**config.mk**
```make
export PLATFORM = sky130hd
export DESIGN_NAME = watch_timekeeper_flat
export DESIGN_NICKNAME = d
export VERILOG_FILES = /design/src/rtl/watch_timekeeper_if.sv /design/src/rtl/watch_timekeeper.sv /design/src/flat_wrapper.sv
export SDC_FILE = /design/constraint.sdc
export NUM_CORES = 1
export LEC_CHECK = 0
export ABC_AREA = 1
export CORE_UTILIZATION = 34
export DETAILED_ROUTE_END_ITERATION = 10
export PLACE_DENSITY = 0.62
export SETUP_SLACK_MARGIN = 0.4
export SYNTH_ARGS = -nofsm -noshare
export SYNTH_HDL_FRONTEND = slang
export SYNTH_SLANG_ARGS = --single-unit
```
**constraint.sdc**
```tcl
create_clock -name clk -period 1.6 [get_ports clk]
set_input_delay 0.4 -clock clk [delete_from_list [all_inputs] [get_ports clk]]
set_output_delay 0.4 -clock clk [all_outputs]
set_load 0.01 [all_outputs]
```
**src/rtl/watch_timekeeper_if.sv**
```systemverilog
// Avalon-MM register bus between the Nios II and the watch timekeeper.
interface watch_timekeeper_if #(
   parameter int DATA_WIDTH = 32,
   parameter int ADDR_WIDTH = 2
);
   logic [ADDR_WIDTH-1:0] address;
   logic                  chipselect;
   logic                  write;
   logic                  read;
   logic [DATA_WIDTH-1:0] writedata;
   logic [DATA_WIDTH-1:0] readdata;

   modport master (
      output address, chipselect, write, read, writedata,
      input  readdata
   );

   modport slave (
      input  address, chipselect, write, read, writedata,
      output readdata
   );
endinterface

```
**src/rtl/watch_timekeeper.sv**
```systemverilog
// BCD time-of-day clock driven by the 1 ms tick, with a programmable alarm,
// a ringing FSM, a level interrupt and an Avalon-MM register slave.
module watch_timekeeper #(
   parameter int DATA_WIDTH   = 32,
   parameter int ADDR_WIDTH   = 2,
   parameter int MS_PER_SEC   = 1000,
   parameter int RING_SECONDS = 60
) (
   input  logic                 clk,
   input  logic                 reset_n,
   input  logic                 tick_ms,
   watch_timekeeper_if.slave    bus,
   output logic [23:0]          time_bcd,
   output logic                 alarm_out,
   output logic                 irq
);

   localparam int MS_W   = (MS_PER_SEC > 1) ? $clog2(MS_PER_SEC) : 1;
   localparam int RING_W = $clog2(RING_SECONDS + 1);

   localparam logic [MS_W-1:0]       MS_LAST   = MS_W'(MS_PER_SEC - 1);
   localparam logic [RING_W-1:0]     RING_LAST = RING_W'(RING_SECONDS - 1);
   localparam logic [ADDR_WIDTH-1:0] A_TIME    = ADDR_WIDTH'(0);
   localparam logic [ADDR_WIDTH-1:0] A_ALARM   = ADDR_WIDTH'(1);
   localparam logic [ADDR_WIDTH-1:0] A_CTRL    = ADDR_WIDTH'(2);
   localparam logic [ADDR_WIDTH-1:0] A_MS      = ADDR_WIDTH'(3);

   typedef enum logic {IDLE, RING} state_t;

   // One BCD field step: returns {carry, next_field}. Values at or above the
   // field maximum (binary compare) wrap to zero, which also repairs garbage.
   function automatic logic [8:0] bcd_inc(input logic [7:0] f, input logic [7:0] max);
      if (f >= max)
         return {1'b1, 8'h00};
      else if (f[3:0] >= 4'd9)
         return {1'b0, f[7:4] + 4'd1, 4'h0};
      else
         return {1'b0, f[7:4], f[3:0] + 4'd1};
   endfunction

   state_t              state, state_nxt;
   logic [MS_W-1:0]     ms_cnt;
   logic [RING_W-1:0]   ring_cnt;
   logic [7:0]          hh, mm, ss;
   logic [7:0]          hh_n, mm_n, ss_n;
   logic                hh_c, mm_c, ss_c;
   logic [23:0]         alarm_val;
   logic                alarm_en;
   logic                run;
   logic                irq_en;
   logic                alarm_pending;
   logic                sec_inc;
   logic                sec_inc_p1;
   logic                match;
   logic                wr_en, rd_en;
   logic                wr_time, wr_alarm, wr_ctrl;
   logic                stop_ring, pend_clr, alarm_disable;
   logic [DATA_WIDTH-1:0] rd_mux;
   logic                unused_wdata;

   assign unused_wdata = ^bus.writedata[DATA_WIDTH-1:25];

   assign wr_en         = bus.chipselect & bus.write;
   assign rd_en         = bus.chipselect & bus.read;
   assign wr_time       = wr_en & (bus.address == A_TIME);
   assign wr_alarm      = wr_en & (bus.address == A_ALARM);
   assign wr_ctrl       = wr_en & (bus.address == A_CTRL);
   assign stop_ring     = wr_ctrl & bus.writedata[3];
   assign pend_clr      = wr_ctrl & bus.writedata[1];
   assign alarm_disable = wr_alarm & ~bus.writedata[24];

   assign sec_inc   = run & tick_ms & (ms_cnt == MS_LAST);
   assign match     = sec_inc_p1 & alarm_en & ({hh, mm, ss} == alarm_val) & (state == IDLE);
   assign time_bcd  = {hh, mm, ss};
   assign alarm_out = (state == RING);

   // Cascaded seconds -> minutes -> hours increment, all in one cycle.
   always_comb begin
      {ss_c, ss_n} = bcd_inc(ss, 8'h59);
      {mm_c, mm_n} = bcd_inc(mm, 8'h59);
      {hh_c, hh_n} = bcd_inc(hh, 8'h23);
   end

   // Millisecond prescaler; a TIME write restarts the current second.
   always_ff @(posedge clk or negedge reset_n) begin
      if (!reset_n)
         ms_cnt <= '0;
      else if (wr_time)
         ms_cnt <= '0;
      else if (run && tick_ms)
         ms_cnt <= sec_inc ? '0 : ms_cnt + MS_W'(1);
   end

   // Time-of-day register; software load takes priority over the second step.
   always_ff @(posedge clk or negedge reset_n) begin
      if (!reset_n) begin
         hh <= 8'h00;
         mm <= 8'h00;
         ss <= 8'h00;
      end else if (wr_time) begin
         hh <= bus.writedata[23:16];
         mm <= bus.writedata[15:8];
         ss <= bus.writedata[7:0];
      end else if (sec_inc) begin
         ss <= ss_n;
         if (ss_c) begin
            mm <= mm_n;
            if (mm_c)
               hh <= hh_n;
         end
      end
   end

   // Marks the cycle after a counted second so the alarm compares the new time.
   always_ff @(posedge clk or negedge reset_n) begin
      if (!reset_n)
         sec_inc_p1 <= 1'b0;
      else
         sec_inc_p1 <= sec_inc & ~wr_time;
   end

   // Software-visible alarm and control registers.
   always_ff @(posedge clk or negedge reset_n) begin
      if (!reset_n) begin
         alarm_val <= 24'h000000;
         alarm_en  <= 1'b0;
         run       <= 1'b1;
         irq_en    <= 1'b0;
      end else begin
         if (wr_alarm) begin
            alarm_val <= bus.writedata[23:0];
            alarm_en  <= bus.writedata[24];
         end
         if (wr_ctrl) begin
            run    <= bus.writedata[0];
            irq_en <= bus.writedata[2];
         end
      end
   end

   // Sticky alarm flag; a match in the same cycle as a clear wins.
   always_ff @(posedge clk or negedge reset_n) begin
      if (!reset_n)
         alarm_pending <= 1'b0;
      else if (match)
         alarm_pending <= 1'b1;
      else if (pend_clr)
         alarm_pending <= 1'b0;
   end

   // Level interrupt, registered one cycle behind the pending flag.
   always_ff @(posedge clk or negedge reset_n) begin
      if (!reset_n)
         irq <= 1'b0;
      else
         irq <= alarm_pending & irq_en;
   end

   // Alarm FSM state register.
   always_ff @(posedge clk or negedge reset_n) begin
      if (!reset_n)
         state <= IDLE;
      else
         state <= state_nxt;
   end

   // Alarm FSM next state: ring on match, stop on timeout or any cancel source.
   always_comb begin
      state_nxt = state;
      case (state)
         IDLE: begin
            if (match)
               state_nxt = RING;
         end
         RING: begin
            if (stop_ring || alarm_disable || !run)
               state_nxt = IDLE;
            else if (sec_inc && (ring_cnt == RING_LAST))
               state_nxt = IDLE;
         end
         default: state_nxt = IDLE;
      endcase
   end

   // Seconds rung so far; held at zero while idle so each ring starts fresh.
   always_ff @(posedge clk or negedge reset_n) begin
      if (!reset_n)
         ring_cnt <= '0;
      else if (state == IDLE)
         ring_cnt <= '0;
      else if (sec_inc)
         ring_cnt <= ring_cnt + RING_W'(1);
   end

   // Register read multiplexer; unused bits are zero.
   always_comb begin
      rd_mux = '0;
      case (bus.address)
         A_TIME:  rd_mux[23:0] = {hh, mm, ss};
         A_ALARM: rd_mux[24:0] = {alarm_en, alarm_val};
         A_CTRL:  rd_mux[2:0]  = {irq_en, alarm_pending, run};
         A_MS:    rd_mux[MS_W-1:0] = ms_cnt;
         default: rd_mux = '0;
      endcase
   end

   // Registered read data with one cycle of latency; holds between reads.
   always_ff @(posedge clk or negedge reset_n) begin
      if (!reset_n)
         bus.readdata <= '0;
      else if (rd_en)
         bus.readdata <= rd_mux;
   end

endmodule

```
**src/flat_wrapper.sv**
```systemverilog
// flat-port wrapper written by rule: the top's interface ports become plain ports
module watch_timekeeper_flat 
#(
   parameter int DATA_WIDTH   = 32,
   parameter int ADDR_WIDTH   = 2,
   parameter int MS_PER_SEC   = 1000,
   parameter int RING_SECONDS = 60
)
  (clk, reset_n, tick_ms, time_bcd, alarm_out, irq, bus_address, bus_chipselect, bus_write, bus_read, bus_writedata, bus_readdata);
  watch_timekeeper_if #(.DATA_WIDTH(DATA_WIDTH), .ADDR_WIDTH(ADDR_WIDTH)) bus_i ();
  input  logic clk;
  input  logic reset_n;
  input  logic tick_ms;
  output logic [23:0] time_bcd;
  output logic alarm_out;
  output logic irq;
  input wire logic [$bits(bus_i.address)-1:0] bus_address;
  input wire logic [$bits(bus_i.chipselect)-1:0] bus_chipselect;
  input wire logic [$bits(bus_i.write)-1:0] bus_write;
  input wire logic [$bits(bus_i.read)-1:0] bus_read;
  input wire logic [$bits(bus_i.writedata)-1:0] bus_writedata;
  output wire logic [$bits(bus_i.readdata)-1:0] bus_readdata;
  assign bus_i.address = bus_address;
  assign bus_i.chipselect = bus_chipselect;
  assign bus_i.write = bus_write;
  assign bus_i.read = bus_read;
  assign bus_i.writedata = bus_writedata;
  assign bus_readdata = bus_i.readdata;
  watch_timekeeper #(.DATA_WIDTH(DATA_WIDTH), .ADDR_WIDTH(ADDR_WIDTH), .MS_PER_SEC(MS_PER_SEC), .RING_SECONDS(RING_SECONDS)) u_core (.clk(clk), .reset_n(reset_n), .tick_ms(tick_ms), .bus(bus_i), .time_bcd(time_bcd), .alarm_out(alarm_out), .irq(irq));
endmodule
```
==> run summary <==
Synth Area in Simple Gates: 0.283
Post-synth top flop: dfrtp_1
Switching Share: 0.357
Top cells by area, synth: dfrtp_1, nand2_1, nor2_1
Final WL: 16,800 µm
Count leader, synth: nand2_1
Post-Synth Adder-Cell Area: 0.0391
CP Cell Sequence: buf_4 > ha_1 > nor2_1 > nand2_1 > inv_1 > nand2_2 > nor2_4 > nor2_2 > nand2_2 > nand2_1 > nand2_1
Worst path max stage delay: 0.40 ns
Switch Pwr: 3120 µW
Complex-gate fraction of the synthesized area: 0.0921
Setup crit end kind: flop
Starting Density: 0.353
Setup Skew: 0.00927 ns
Gr ovfl total: 0
Internal power: 5620 µW
First-pass GRT wire length: 25,900 µm
Synth cell count leaders: nand2_1, dfrtp_1, nor2_1
Overall routing resource usage: 0.206
Largest net degree at the start of global routing: 43
Maxcap violations: 0
Routed via count: 5,214
Final Setup Violations: 0
Origin of the critical flop-to-flop path: u_core.hh[5]
Number of remaining DRC errors: 0
Syn. warnings: 0
Clock H-tree levels: 3
Most frequent CP cell: nand2_1
Startpoint Class: flop
Post-Synthesis Cells: 685
Final hold violations: 0
Post-route setup slack: 0.0327 ns
Maximum VDD drop: 0.584 mV
RSZ-0062 raised after global routing: yes
Row count: 45
DPL Wire Length: 11,800 µm
DR vias/cell: 4.71
Port bufs: 83
Worst EP required: 1.90 ns
Routed Antenna Nets: 0
Fin. max-slew vios: 0
Power Density: 1040 nW/µm²
Clock Power Share: 0.241
P_leak: 0.00413 µW
Inserted Clock Buffers: 9
Synthesized area: 5450 µm²
Xor and xnor area share after synthesis: 0.0499
Largest family of logic cells by synthesized area: simple AND/OR/NAND/NOR gates
Register area share after synthesis: 0.441
Area growth from synthesis to layout: 54.8%
Pre-CTS setup slack: -0.418 ns
DR pass1 iterations: 4
DR iter-0 viols: 305
Worst skew pair latency: 0.37 ns
Root Buffer: clkbuf_16
Vias in the first global route: 5,051
F_max: 0.638 GHz
Crit path DAT: 1.87 ns
GPL Wtd Cong: 0.864
Layout Cells excl Fill: 1,108
Avg WL per Cell: 15.1 µm
Clock Sinks: 96
Fin crit period: 1.57 ns
Post-synthesis mux area share: 0.0248
Antenna violations before repair: 0
N_diodes: 0
Comb power frac: 0.392
Status: finished, final reports clean
Nets@finish: 949
Post-synth EDFFs: 0
Crit path from: u_core.hh[5]
Post-synth ARST share: 1.00
Final core occ: 0.547
Clock tree buffer depth: 2
Ports: 98
Worst-path fanout max: 5
Placed cell count: 1,024
Synth top area share: 0.436
Yosys reg bits: 96
Layout cells sized above 1: 0.409
Worst-path clk slew: 0.07 ns
Die Width: 129 µm
Vert. Die Dim: 129 µm
Yosys cell types: 38
Die area: 16,500 µm²
Final Cycle Share: 0.980
Critical path's slowest cell: dfrtp_1
Mapped Avg Cell Area: 7.95 µm²
Leading area contributor after synthesis: dfrtp_1
Min-delay worst type: input port to async pin
CTS tree: done
Critical path start-end classification: flop to flop
Flop pwr share: 0.367
Core Box Area: 15,400 µm²
placed cells by master, fill, tap and decap left out, drive strengths merged, types with 12 or more instances in the layout:
cell type,n
dfrtp,95
clkdlybuf4s50,25
ha,17
a21oi,27
clkbuf,12
o21ai,40
nand3,30
mux2,12
buf,184
nand2,236
nor2,79
inv,61
xor2,26
power by group through the flow:
stage	logic (µW)	registers, µW	clock network (µW)
floorplan	1200	3330	0
global placement	2450	3280	0
detailed placement	2470	3290	0
CTS	2930	3190	2130
global route	3710	3260	2240
finish	3420	3210	2110
critical path: cells and delay by family (launching register included):
family,cells,cell delay [ns]
and+or+nand+nor,8,0.71
buffers and inverters,2,0.23
adders and majority gates,1,0.17
DFF,1,0.40
what timing repair did:
action | in CTS | in global routing
setup endpoints to repair | 146 | 148
buffers inserted | 50 | 16
hold buffers | 1 | 0
hold endpoints to repair | 24 | 0
pin swaps | 37 | 42
cloned | 0 | 1
gates resized for setup | 325 | 132
layout make-up:
class	instances	area, µm²
tap	211	264
timing repair buffer	214	1910
fill	1422	7000
clock buffer	10	239
clock inverter	6	43.8
inverter	62	270
sequential	96	2420
multi-input combinational	509	3280
logic make-up (layout without fill, tap and decap cells):
group | Yosys count | in the layout
other cells | 1 | 7
simple gates | 352 | 352
xor+xnor | 31 | 31
flops | 96 | 96
fa+ha+maj | 17 | 17
compound gates | 90 | 90
mux | 12 | 12
buf+inv | 86 | 292
sequential cells by signal, indices dropped and copies added, names as in the netlist:
register,flops
u_core.alarm_pending,1
u_core.hh,8
u_core.ss,8
u_core.alarm_en,1
u_core.mm,8
u_core.ms_cnt,10
u_core.bus.readdata,25
u_core.sec_inc_p1,1
u_core.irq_en,1
u_core.alarm_out,1
u_core.irq,1
u_core.alarm_val,24
u_core.run,1
u_core.ring_cnt,6
layer usage:
metal	wire (µm)	vias up	global-route usage	share of wire
met5	0	-	0	0
met4	346	0	0.0913	0.021
met3	617	25	0.0266	0.037
met2	7880	108	0.321	0.47
met1	7920	2502	0.288	0.47
li1	-	2579	-	-
stage by stage:
step	total power, µW	instance area [µm²]	TNS, ns	hold slack, ns
after CTS	8250	7870	0	0.488
after floorplan	4540	5550	0	0.104
after global placement	5740	7020	-26.45	0.353
after detailed placement	5750	7020	-28.12	0.355
after global routing	9210	8430	-0.358	0.501
final	8740	8430	0	0.464
path summary, 6_finish.rpt:
check / slack [ns] / to / depth (start not counted)
min in group clk: 0.48 / u_core.bus.readdata[3] / 2
max in group asynchronous: 0.59 / u_core.hh[4] / 3
setup reg to reg: 0.03 / u_core.hh[5] / 11
setup / recovery: 0.03 / u_core.hh[5] / 11
hold / removal: 0.46 / u_core.alarm_val[6] / 2
hold reg to reg: 0.48 / u_core.bus.readdata[3] / 2
Power figures use the tool's default switching activity.
